<file path="src/rtl/reel_rng_bank_if.sv">
// Purpose: bundles the reel bank's range/spin/stop inputs and its value/status outputs.
// Latency: none; plain wires between the control FSM, the bank and the payout logic.
// Backpressure: none; spin/stop are level requests sampled on the bank's clock.
interface reel_rng_bank_if #(
  parameter int N = 3,
  parameter int W = 4
);
  logic [W-1:0]   min;
  logic [W-1:0]   max;
  logic           spin;
  logic [N-1:0]   stop;
  logic [N*W-1:0] value;
  logic [N-1:0]   spinning;
  logic [N-1:0]   locked;
  logic           done;
  logic           match;

  modport master (
    output min, max, spin, stop,
    input  value, spinning, locked, done, match
  );

  modport slave (
    input  min, max, spin, stop,
    output value, spinning, locked, done, match
  );
endinterface

</file>
<file path="src/rtl/reel_rng_bank.sv">
// Purpose: N reel counters sharing one [min,max] range, each with stride i+1 and a spin/stop/lock FSM.
// Latency: one clock from spin/stop sample to state change; done and match are registered on the last-lock edge.
// Backpressure: none; spin is dropped while any reel spins, stop is dropped for reels that are not spinning.
module reel_rng_bank #(
  parameter int N       = 3,
  parameter int W       = 4,
  parameter int TIMEOUT = 0
) (
  input  logic           clk,
  input  logic           rst,
  reel_rng_bank_if.slave bus
);

  localparam int CW = (TIMEOUT > 0) ? $clog2(TIMEOUT + 1) : 1;
  localparam logic [CW-1:0] CNT_LAST = (TIMEOUT > 0) ? CW'(TIMEOUT - 1) : '0;

  typedef enum logic [1:0] {
    S_IDLE   = 2'd0,
    S_SPIN   = 2'd1,
    S_LOCKED = 2'd2
  } state_e;

  state_e [N-1:0]         state_q, state_d;
  logic   [N-1:0][W-1:0]  value_q, value_d;
  logic   [N-1:0][CW-1:0] cnt_q, cnt_d;
  logic                   done_q, done_d;
  logic                   match_q, match_d;
  logic                   any_spin_q, any_spin_d;
  logic                   accept;
  logic                   all_eq;

  // Next value of a reel: wraps to min when the stride would pass max, parks at min for an empty range.
  function automatic logic [W-1:0] step_val(
    input logic [W-1:0] cur,
    input logic [W-1:0] lo,
    input logic [W-1:0] hi,
    input logic [W:0]   stride
  );
    logic [W:0] sum;
    sum = {1'b0, cur} + stride;
    if (lo > hi) begin
      return lo;
    end
    if ((cur < lo) || (sum > {1'b0, hi})) begin
      return lo;
    end
    return sum[W-1:0];
  endfunction

  // Per-reel next state, value and timeout count, plus the bank-level done/match decisions.
  always_comb begin
    state_d    = state_q;
    value_d    = value_q;
    cnt_d      = cnt_q;
    any_spin_q = 1'b0;
    any_spin_d = 1'b0;
    all_eq     = 1'b1;

    for (int i = 0; i < N; i++) begin
      if (state_q[i] == S_SPIN) begin
        any_spin_q = 1'b1;
      end
    end

    // A new spin only starts once every reel has come to rest.
    accept = bus.spin && !any_spin_q;

    for (int i = 0; i < N; i++) begin
      if (accept) begin
        // Spin beats a simultaneous stop; the value carries over into the new spin.
        state_d[i] = S_SPIN;
        cnt_d[i]   = '0;
      end else if (state_q[i] == S_SPIN) begin
        if (bus.stop[i] || ((TIMEOUT != 0) && (cnt_q[i] == CNT_LAST))) begin
          // Lock freezes the value the player saw when pressing stop.
          state_d[i] = S_LOCKED;
        end else begin
          value_d[i] = step_val(value_q[i], bus.min, bus.max, (W+1)'(i + 1));
          cnt_d[i]   = cnt_q[i] + 1'b1;
        end
      end
    end

    for (int i = 0; i < N; i++) begin
      if (state_d[i] == S_SPIN) begin
        any_spin_d = 1'b1;
      end
      if (value_d[i] != value_d[0]) begin
        all_eq = 1'b0;
      end
    end

    // Several reels locking on one edge still produce a single done.
    done_d  = any_spin_q && !any_spin_d;
    match_d = match_q;
    if (accept) begin
      match_d = 1'b0;
    end else if (done_d) begin
      match_d = all_eq;
    end
  end

  // State, value and counter registers; reset clears everything without waiting for a clock.
  always_ff @(posedge clk or negedge rst) begin
    if (!rst) begin
      state_q <= {N{S_IDLE}};
      value_q <= '0;
      cnt_q   <= '0;
      done_q  <= 1'b0;
      match_q <= 1'b0;
    end else begin
      state_q <= state_d;
      value_q <= value_d;
      cnt_q   <= cnt_d;
      done_q  <= done_d;
      match_q <= match_d;
    end
  end

  // Status decode straight from the registered reel states.
  always_comb begin
    bus.spinning = '0;
    bus.locked   = '0;
    for (int i = 0; i < N; i++) begin
      bus.spinning[i] = (state_q[i] == S_SPIN);
      bus.locked[i]   = (state_q[i] == S_LOCKED);
    end
  end

  assign bus.value = value_q;
  assign bus.done  = done_q;
  assign bus.match = match_q;

endmodule
</file>
<file path="src/flat_wrapper.sv">
// flat-port wrapper written by rule: the top's interface ports become plain ports
module reel_rng_bank_flat 
#(
  parameter int N       = 3,
  parameter int W       = 4,
  parameter int TIMEOUT = 0
)
  (clk, rst, bus_min, bus_max, bus_spin, bus_stop, bus_value, bus_spinning, bus_locked, bus_done, bus_match);
  reel_rng_bank_if #(.N(N), .W(W)) bus_i ();
  input  logic clk;
  input  logic rst;
  input wire logic [$bits(bus_i.min)-1:0] bus_min;
  input wire logic [$bits(bus_i.max)-1:0] bus_max;
  input wire logic [$bits(bus_i.spin)-1:0] bus_spin;
  input wire logic [$bits(bus_i.stop)-1:0] bus_stop;
  output wire logic [$bits(bus_i.value)-1:0] bus_value;
  output wire logic [$bits(bus_i.spinning)-1:0] bus_spinning;
  output wire logic [$bits(bus_i.locked)-1:0] bus_locked;
  output wire logic [$bits(bus_i.done)-1:0] bus_done;
  output wire logic [$bits(bus_i.match)-1:0] bus_match;
  assign bus_i.min = bus_min;
  assign bus_i.max = bus_max;
  assign bus_i.spin = bus_spin;
  assign bus_i.stop = bus_stop;
  assign bus_value = bus_i.value;
  assign bus_spinning = bus_i.spinning;
  assign bus_locked = bus_i.locked;
  assign bus_done = bus_i.done;
  assign bus_match = bus_i.match;
  reel_rng_bank #(.N(N), .W(W), .TIMEOUT(TIMEOUT)) u_core (.clk(clk), .rst(rst), .bus(bus_i));
endmodule
</file>
<file path="config.mk">
export PLATFORM = sky130hd
export DESIGN_NAME = reel_rng_bank_flat
export DESIGN_NICKNAME = d
export VERILOG_FILES = /design/src/rtl/reel_rng_bank_if.sv /design/src/rtl/reel_rng_bank.sv /design/src/flat_wrapper.sv
export SDC_FILE = /design/constraint.sdc
export NUM_CORES = 1
export LEC_CHECK = 0
export CORE_AREA = 2 2 91 93
export CTS_BUF_LIST = sky130_fd_sc_hd__clkbuf_2 sky130_fd_sc_hd__clkbuf_4 sky130_fd_sc_hd__clkbuf_8
export DETAILED_ROUTE_END_ITERATION = 7
export DIE_AREA = 0 0 93 95
export PLACE_DENSITY = 0.54
export REMOVE_ABC_BUFFERS = 1
export SLEW_MARGIN = 10
export SYNTH_ARGS = -nofsm -noshare
export SYNTH_HDL_FRONTEND = slang
export SYNTH_SLANG_ARGS = --single-unit
</file>
<file path="constraint.sdc">
create_clock -name clk -period 6.1 [get_ports clk]
set_clock_uncertainty 0.2 [all_clocks]
set_input_delay 0.915 -clock clk [delete_from_list [all_inputs] [get_ports clk]]
set_output_delay 0.915 -clock clk [all_outputs]
set_load 0.01 [all_outputs]
</file>
# == Word-level counts from Yosys, hierarchy flattened ==
# Cells that the tools add are included.
# totals
reg_bits,20
word_cells,100
# op_classes
add_sub_neg,3
n_lt_le_gt_ge,7
eq_ne,11
n_mux,63
n_reduce_logical,8
# op_table
cell,count
4-bit 2-to-1 mux,19
1-bit 2-to-1 mux,35
2-bit 2-to-1 mux,9
5-bit by 4-bit greater-than comparator with 1-bit output,3
"2-bit by 1-bit equality test with 1-bit output, second input constant",6
4-bit < comparator,3
"4-bit by 2-bit adder with 5-bit output, second input constant",2
4-bit != test,2
"2-bit equality test, second input constant",3
"4-bit by 1-bit adder with 5-bit output, second input constant",1
4-bit greater-than comparator,1
1-bit logical OR,3
1-bit logical AND,2
1-bit logical NOT,2
2-bit nonzero test,1

# == Depth between registers and ports, before layout ==
# Gate-level depths: netlist of run 1.
# depth
depth_word,21
ltp_mapped,12

# == Worst setup path before layout of run 1 ==
# No wires, ideal clock.
# synth_timing
path_kind,input to register
start,input port bus_max[1]
end,"register u_core.match_q, in the netlist u_core.bus.match"
setup_ns,0.125
arrival_time_ns,2.910
slack_ns,2.865
stages,11
path_cell_list,inv_1 > ha_1 > nor2b_2 > o41ai_4 > o22ai_2 > a211oi_4 > nor3_1 > a311o_1 > and4_1 > o2111ai_1 > a21oi_1
# synth_lines
item,line,source
start: declaration,flat_wrapper.sv:13,input wire logic [$bits(bus_i.max)-1:0] bus_max;
end signal: assignment,reel_rng_bank.sv:116,match_q <= match_d;
end: declaration,reel_rng_bank.sv:27,"logic match_q, match_d;"

==> results summary, run 1 <==
In this run, post-CTS hold repair placed 0 buffers. The number of detailed-routing iterations run before antenna repair came out at 4. The via density per instance came out at 4.76. By area the synthesized netlist is led by sky130_fd_sc_hd__dfrtp_1 (26%), sky130_fd_sc_hd__ha_1 (18%), sky130_fd_sc_hd__inv_1 (3.7%), sky130_fd_sc_hd__nand4_1 (3.6%), sky130_fd_sc_hd__a21oi_1 (3.4%).

The number of library cell types mapped by synthesis is 50. In the final layout, the share of cells above drive strength 1 is 0.0591. The final critical path time including I/O delays and setup came out at 3.83 ns.

In this run the worst hold path is classified as register to register. sky130_fd_sc_hd__dfrtp_1 takes more of the synthesized area than any other cell. The highest clock rate came out at 0.261 GHz.

Along the worst path, the maximum fanout reaches 8. Counting flops with a built-in enable in the synthesized netlist gives 0. The total negative slack for setup checks came out at 0 ns. The critical path capture point type is a register. The first-iteration detailed-routing DRC count came out at 114. Across the VDD grid, the largest voltage drop is 0.192 mV.

The number of core rows came out at 33. Setup violations remaining at the end of the flow were counted as 0. The number of sinks on the clock net came out at 20. The clock-pin slew on the worst setup and hold paths came out at 0.07 ns. The count of pins over their slew limit came out at 0. The half-perimeter wire length after detailed placement came out at 4.09 mm. Measured along the x axis, the die boundary spans 93 um. The longest clock path from root to sink contains 2 buffers. The total congestion overflow after global routing came out at 0.

The run finished with clean final reports. The cell total after placement is 355. For this configuration, the core starts out at a cell density of 0.240. The TritonCTS clock tree is yes. The number of endpoints with negative hold slack in the final report came out at 0.

The number of H-tree levels is 1. The number of global-route vias before repair is 1730. Fill cells in the final layout number 856. Summing all flip-flop and latch instances after layout gives 500 sq um.

The initial antenna violation count came out at 0. The startpoint type of the worst setup path is an input pin. A synthesized cell averages 8.70 sq um. The first-pass GRT wire length came out at 8.76 mm.

Clock tree synthesis selected as its root buffer the cell sky130_fd_sc_hd__clkbuf_8. Data on the critical path is required at its endpoint by 6.08 ns. The net count reported at finish came out at 297. Data arrives at the worst endpoint at 3.82 ns.

Measured along the y axis, the die boundary spans 95 um. The final non-filler cell total is 359. The die footprint is 8840 sq um. Counting flops and latches in the post-synthesis netlist gives 20.

The critical path class is input pin to register. The count of port buffers added during placement came out at 33. For this run, the register share of the synthesized area comes to 0.263. The routed length per instance is 14.2 um. The power density over the cells is 536 nW/um^2. The remaining design rule violation count came out at 0. The count of cells resized by post-cts repair is 0. The slack of the worst reg-to-reg path came out at 2.81 ns. The number of max-cap violations came out at 0. The area of the placeable core is 7930 sq um. The static leakage came out at 1.02 nW. The repair_antennas step left the layout with diodes totalling 0.

The weighted congestion reported at the end of routability-driven placement came out at 0.814. The TritonCTS buffer count came out at 3. The share of the clock period used by the worst path after layout came out at 0.628.

The maximum number of pins on one net before global-route repair came out at 21. In the synthesized netlist the dominant register cell turns out to be sky130_fd_sc_hd__dfrtp_1. Setup repair after global routing left no endpoint under its margin.

The number of setup buffers added after CTS came out at 0. Synthesis produced 219 cells. At the pin with the least slew margin, the transition time is 0.887 ns. The area growth from synthesis to final layout is 26.7%. The share of Yosys cell area claimed by the top area cell type came out at 0.263.

The total wirelength of the detailed-routed design is 5.09 mm. The insertion delay to the later sink of the worst-skew pair came out at 0.25 ns. The total routing resource utilization after global routing came out at 0.125. The number of routed nets with antenna violations came out at 0. The post-synthesis instance area is 1900 sq um. The share of synthesized registers carrying an async set or reset is 1.00. The multi-input combinational cells in the finished layout cover a total of 1320 sq um. The total number of vias came out at 1709.

The boundary pin count came out at 34. Measured against its own limit, the worst slew margin works out to 0.407. The number of synthesis warnings came out at 0.
## layout make-up
class                           count  area share
Sequential cell                    20       0.207
Timing Repair Buffer               33       0.137
Tap cell                          105      0.0545
Multi-Input combinational cell    177       0.547
Clock buffer                        4      0.0228
Inverter                           20      0.0311
## cells in the final DEF (no fill, tap or decap), drive strengths merged, types with 4 or more instances in the layout
cell type      netlist  routed
a21oi               13      13
a31oi                5       5
and2                 6       6
clkbuf               1       4
clkdlybuf4s50        0      33
dfrtp               20      20
ha                  28      28
inv                 20      20
mux2i                6       6
nand2               16      16
nand4               11      11
nor2                13      13
nor2b                9       9
nor3                 7       7
o21ai               14      14
## through the flow
step	util	worst slack (ns)	instance area (sq um)	total power (W)	hold slack (ns)
floorplan	-	2.86	1900	0.000896	0.293
global placement	0.297	2.07	2360	0.00119	0.316
detailed placement	0.297	2.03	2360	0.00120	0.323
CTS	0.304	2.31	2410	0.00130	0.336
global route	0.304	2.12	2410	0.00145	0.373
finish	0.304	2.27	2410	0.00129	0.338
## kinds of logic (layout without fill, tap and decap cells)
family,Yosys count,after routing,share of synthesized area
compound gates,59,59,0.227
xor+xnor,5,5,0.0230
fa+ha+maj,28,28,0.184
buf+inv,22,57,0.0440
flops,20,20,0.263
mux,7,7,0.0375
simple gates,78,78,0.221
## state kept, by name (all words and copies together) (netlist names)
| name | count |
|---|---|
| u_core.bus.value | 12 |
| u_core.bus.done | 1 |
| u_core.bus.match | 1 |
| u_core.state_q | 6 |
## synth_stat cells (2+ instances only)
library cell / n
sky130_fd_sc_hd__a32oi_1: 2
sky130_fd_sc_hd__and2_1: 6
sky130_fd_sc_hd__o31ai_1: 3
sky130_fd_sc_hd__nor3_1: 6
sky130_fd_sc_hd__nor4_1: 2
sky130_fd_sc_hd__ha_1: 28
sky130_fd_sc_hd__mux2i_1: 6
sky130_fd_sc_hd__dfrtp_1: 20
sky130_fd_sc_hd__a21oi_1: 13
sky130_fd_sc_hd__a311o_1: 2
sky130_fd_sc_hd__xnor2_1: 3
sky130_fd_sc_hd__nand4_1: 11
sky130_fd_sc_hd__o311ai_1: 2
sky130_fd_sc_hd__inv_1: 19
sky130_fd_sc_hd__or2_2: 2
sky130_fd_sc_hd__nand2_1: 16
sky130_fd_sc_hd__a31oi_1: 5
sky130_fd_sc_hd__xor2_1: 2
sky130_fd_sc_hd__nor2_1: 13
sky130_fd_sc_hd__nor2b_1: 8
sky130_fd_sc_hd__a21o_1: 3
sky130_fd_sc_hd__o21ai_1: 2
sky130_fd_sc_hd__nand2b_1: 3
sky130_fd_sc_hd__nand3_1: 3
sky130_fd_sc_hd__o21ai_0: 12
sky130_fd_sc_hd__o21a_1: 3
## metal layers
layer / global-route usage / wire length [um] / part of all wire / vias up
met5: 0 / 0 / 0 / -
met1: 0.181 / 2590 / 0.51 / 776
li1: - / - / - / 888
met3: 0.0144 / 221 / 0.043 / 2
met2: 0.199 / 2250 / 0.44 / 43
met4: 0.0294 / 27 / 0.0053 / 0
## where the power goes
part / switching [W] / internal (W)
clock network: 0.0000420 / 0.0000573
logic: 0.000477 / 0.000419
registers: 0.000101 / 0.000197
## critical path, cell delays in order
cell and delay (ns):
sky130_fd_sc_hd__clkdlybuf4s50_1 0.66, sky130_fd_sc_hd__ha_1 0.31, sky130_fd_sc_hd__nor2b_2 0.17, sky130_fd_sc_hd__o41ai_4 0.27, sky130_fd_sc_hd__nor2_1 0.22, sky130_fd_sc_hd__nor3_2 0.26
sky130_fd_sc_hd__nor2_1 0.07, sky130_fd_sc_hd__a311o_1 0.33, sky130_fd_sc_hd__nor4_2 0.28, sky130_fd_sc_hd__o2111ai_1 0.16, sky130_fd_sc_hd__a21oi_1 0.15
## final timing paths
| check | endpoint | cells after the start | startpoint |
|---|---|---|---|
| worst min-delay path | u_core.state_q[1] | 2 | u_core.state_q[1] |
| worst max-delay path | u_core.bus.match | 11 | bus_min[1] |
| max in group asynchronous | u_core.bus.value[1] | 1 | rst |
| worst min register to register | u_core.state_q[1] | 2 | u_core.state_q[1] |
| worst max register to register | u_core.bus.match | 11 | u_core.bus.value[0] |
| min in group asynchronous | u_core.state_q[5] | 1 | rst |
Power figures use the tool's default switching activity.
==> inputs of run 2 (changes only) <==
--- a/config.mk
+++ b/config.mk
@@ -9,7 +9,7 @@
 export CTS_BUF_LIST = sky130_fd_sc_hd__clkbuf_2 sky130_fd_sc_hd__clkbuf_4 sky130_fd_sc_hd__clkbuf_8
 export DETAILED_ROUTE_END_ITERATION = 7
 export DIE_AREA = 0 0 93 95
-export PLACE_DENSITY = 0.54
+export PLACE_DENSITY = 0.56
 export REMOVE_ABC_BUFFERS = 1
 export SLEW_MARGIN = 10
 export SYNTH_ARGS = -nofsm -noshare
==> constraint.sdc (replaced) <==
create_clock -name clk -period 3.35 [get_ports clk]
set_clock_uncertainty 0.2 [all_clocks]
set_input_delay 0.5025 -clock clk [delete_from_list [all_inputs] [get_ports clk]]
set_output_delay 0.5025 -clock clk [all_outputs]
set_load 0.01 [all_outputs]
==> results summary, run 2 (same netlist as run 1, synthesis figures left out) <==
The total of endpoints with negative setup slack in the final report is 0. Detailed routing inserted a total of 1841 vias. CTS saw 20 sinks. Relative to the synthesized area, the layout overhead comes to 39.5%. The final non-filler cell total came out at 385. The setup check on the worst reg-to-reg path leaves a slack of 0.25 ns. The area of combinational cells with multiple inputs came out at 1350 sq um. The total routing resource utilization after global routing is 0.125. The min-delay analysis places its worst path in the category register to register. The number of buffers added to fix hold violations after cts came out at 0. The depth of the worst hold-timing path came out at 2. The total congestion overflow after global routing came out at 0. The number of max-cap violations is 0. The initial antenna violation count came to 0. The via density per instance came out at 4.78. The terminating pin of the worst hold path is u_core.state_q[1]. The weighted congestion reported at the end of routability-driven placement came out at 0.812. The insertion delay to the later sink of the worst-skew pair is 0.26 ns. After clock tree synthesis, the clock-pin slew on the worst setup and hold paths is 0.08 ns.

The number of H-tree levels is 1. The maximum fanout encountered on the critical timing path came out at 4. The library cell used most frequently in the layout, excluding fill and tap cells, is sky130_fd_sc_hd__clkdlybuf4s50_1.

34 I/O pins were placed. The number of antenna cells inserted came out at 0. The starting utilization of the core area came out at 0.240. Leaving out fill and tap cells, the most frequent cells in the layout are sky130_fd_sc_hd__clkdlybuf4s50_1 (33), sky130_fd_sc_hd__ha_1 (27), sky130_fd_sc_hd__buf_4 (26). The half-perimeter wire length after detailed placement is 4.40 mm. The startpoint type of the worst setup path is an input pin. The flow ran to the end, and the final reports show no timing, DRC or antenna violations. In this run the tightest slew margin relative to its limit is 0.381.

The worst path in the final design needs a cycle of 3.17 ns, including I/O delays and setup. The clock tree buffer depth came out at 2. The area taken by flip-flops and latches came out at 504 sq um. Of the available clock period, the critical path in the final layout requires 0.947. The first-pass GRT wire length came out at 8.84 mm. The fraction of layout instances using a drive strength above 1 is 0.182. The count of nets left with antenna violations once routing finished came out at 0.

The sum of internal, switching and leakage power is 0.00269 W. The startpoint of the lowest-slack hold path is u_core.state_q[1]. For this design the static power due to leakage is 1.15 nW. The number of cells on the worst reg-to-reg path is 12. The die footprint is 8840 sq um. The cell sitting at the root of the clock tree is a sky130_fd_sc_hd__clkbuf_8. The TritonCTS buffer count is 3.

In the final routed layout, each cell accounts on average for 13.8 um. The count of pins over their slew limit is 0. The width of the die is 93 um. The number of core rows came out at 33. The critical path starts at bus_max[2]. The number of global-route vias before repair is 1812. Fill cells in the final layout number 846. The number of flip-flops in the largest register is 12. The maximum number of pins on one net before global-route repair came out at 21.

After the last flow step, the layout net total stands at 323. The worst endpoint required time came out at 3.34 ns. The TritonCTS clock tree is yes. The remaining design rule violation count is 0. The number of detailed-routing iterations run before antenna repair came out at 4.

The area of the placeable core came out at 7930 sq um. The worst setup path is captured at a register. The worst path arrival time came out at 3.16 ns. Across the VDD grid, the largest voltage drop is 0.377 mV. The power density over the cells is 1010 nW/um^2. The count of buffers added on input and output ports is 33. The die height is 95 um. For this run, the share of the core covered by cells in the final layout is 0.335. The worst-case setup slack after placement came out at -0.157 ns. The cell total after placement is 380. The critical path is of the input pin to register type.

The number of endpoints with negative hold slack in the final report is 0. The first-iteration detailed-routing DRC count came out at 131. At the pin with the least slew margin, the transition time is 0.926 ns. For this run, the top clock speed supported by timing is 0.315 GHz. The total wirelength of the detailed-routed design came out at 5.32 mm. In this run the critical register-to-register path is captured at u_core.bus.match. Setup slack on the critical path of the routed design comes to 0.178 ns. The tightest hold margin is 0.344 ns.

In this run the critical register-to-register path is launched from u_core.bus.value[5].
## run 2: changes by cell type in the layout (fill, tap and decap cells not counted), moves of 2 or more
cell and change:
sky130_fd_sc_hd__buf_4 +26, sky130_fd_sc_hd__dfrtp_1 -3, sky130_fd_sc_hd__dfrtp_2 +3, sky130_fd_sc_hd__o31ai_1 -2
sky130_fd_sc_hd__o31ai_2 +2
## run 2: layout make-up
class / count / area share
timing repair buffer: 59 / 0.198
inverter: 20 / 0.0283
clock inverter: 1 / 0.0113
sequential: 20 / 0.190
multi-input combinational: 177 / 0.508
tap: 105 / 0.0495
clock buffer: 3 / 0.0155
## run 2: how the worst max path moves through the flow
stage	to	slack, ns	depth (start not counted)
floorplan	u_core.bus.match	0.39	11
global placement	u_core.bus.match	-0.12	13
detailed placement	u_core.bus.match	-0.16	11
CTS	u_core.bus.match	0.08	12
global route	u_core.bus.match	-0.0008	14
finish	u_core.bus.match	0.18	13
## run 2: report_power, final
group          leakage, nW  internal (W)  switching, W
clock network       0.0357      0.000159     0.0000787
registers            0.233      0.000363      0.000150
logic                0.885      0.000945      0.000995
## run 2: critical path: stages
cell and delay, ns:
sky130_fd_sc_hd__clkdlybuf4s50_1 0.45, sky130_fd_sc_hd__inv_1 0.09, sky130_fd_sc_hd__ha_1 0.34, sky130_fd_sc_hd__a211oi_1 0.19, sky130_fd_sc_hd__o21ai_0 0.15, sky130_fd_sc_hd__a32o_1 0.28, sky130_fd_sc_hd__nor3_1 0.18, sky130_fd_sc_hd__o311ai_1 0.13
sky130_fd_sc_hd__buf_4 0.16, sky130_fd_sc_hd__or2_2 0.26, sky130_fd_sc_hd__mux2i_1 0.15, sky130_fd_sc_hd__o2111ai_1 0.13, sky130_fd_sc_hd__a21oi_1 0.15
## run 2: metal layers
metal / up-vias / routed length, um / track usage
met1: 849 / 2630 / 0.179
met2: 53 / 2460 / 0.208
li1: 937 / - / -
met4: 0 / 13 / 0.0221
met5: - / 0 / 0
met3: 2 / 220 / 0.0112
## run 2: metrics by stage
step                  TNS, ns  area [sq um]
finish                      0          2660
global route        -0.000789          2660
CTS                         0          2620
detailed placement     -0.157          2540
global placement       -0.116          2540
floorplan                   0          1900
## run 2: what timing repair did
item	in CTS	in global routing
buffers inserted	0	1
setup endpoints to repair	0	1
gates resized for setup	0	11
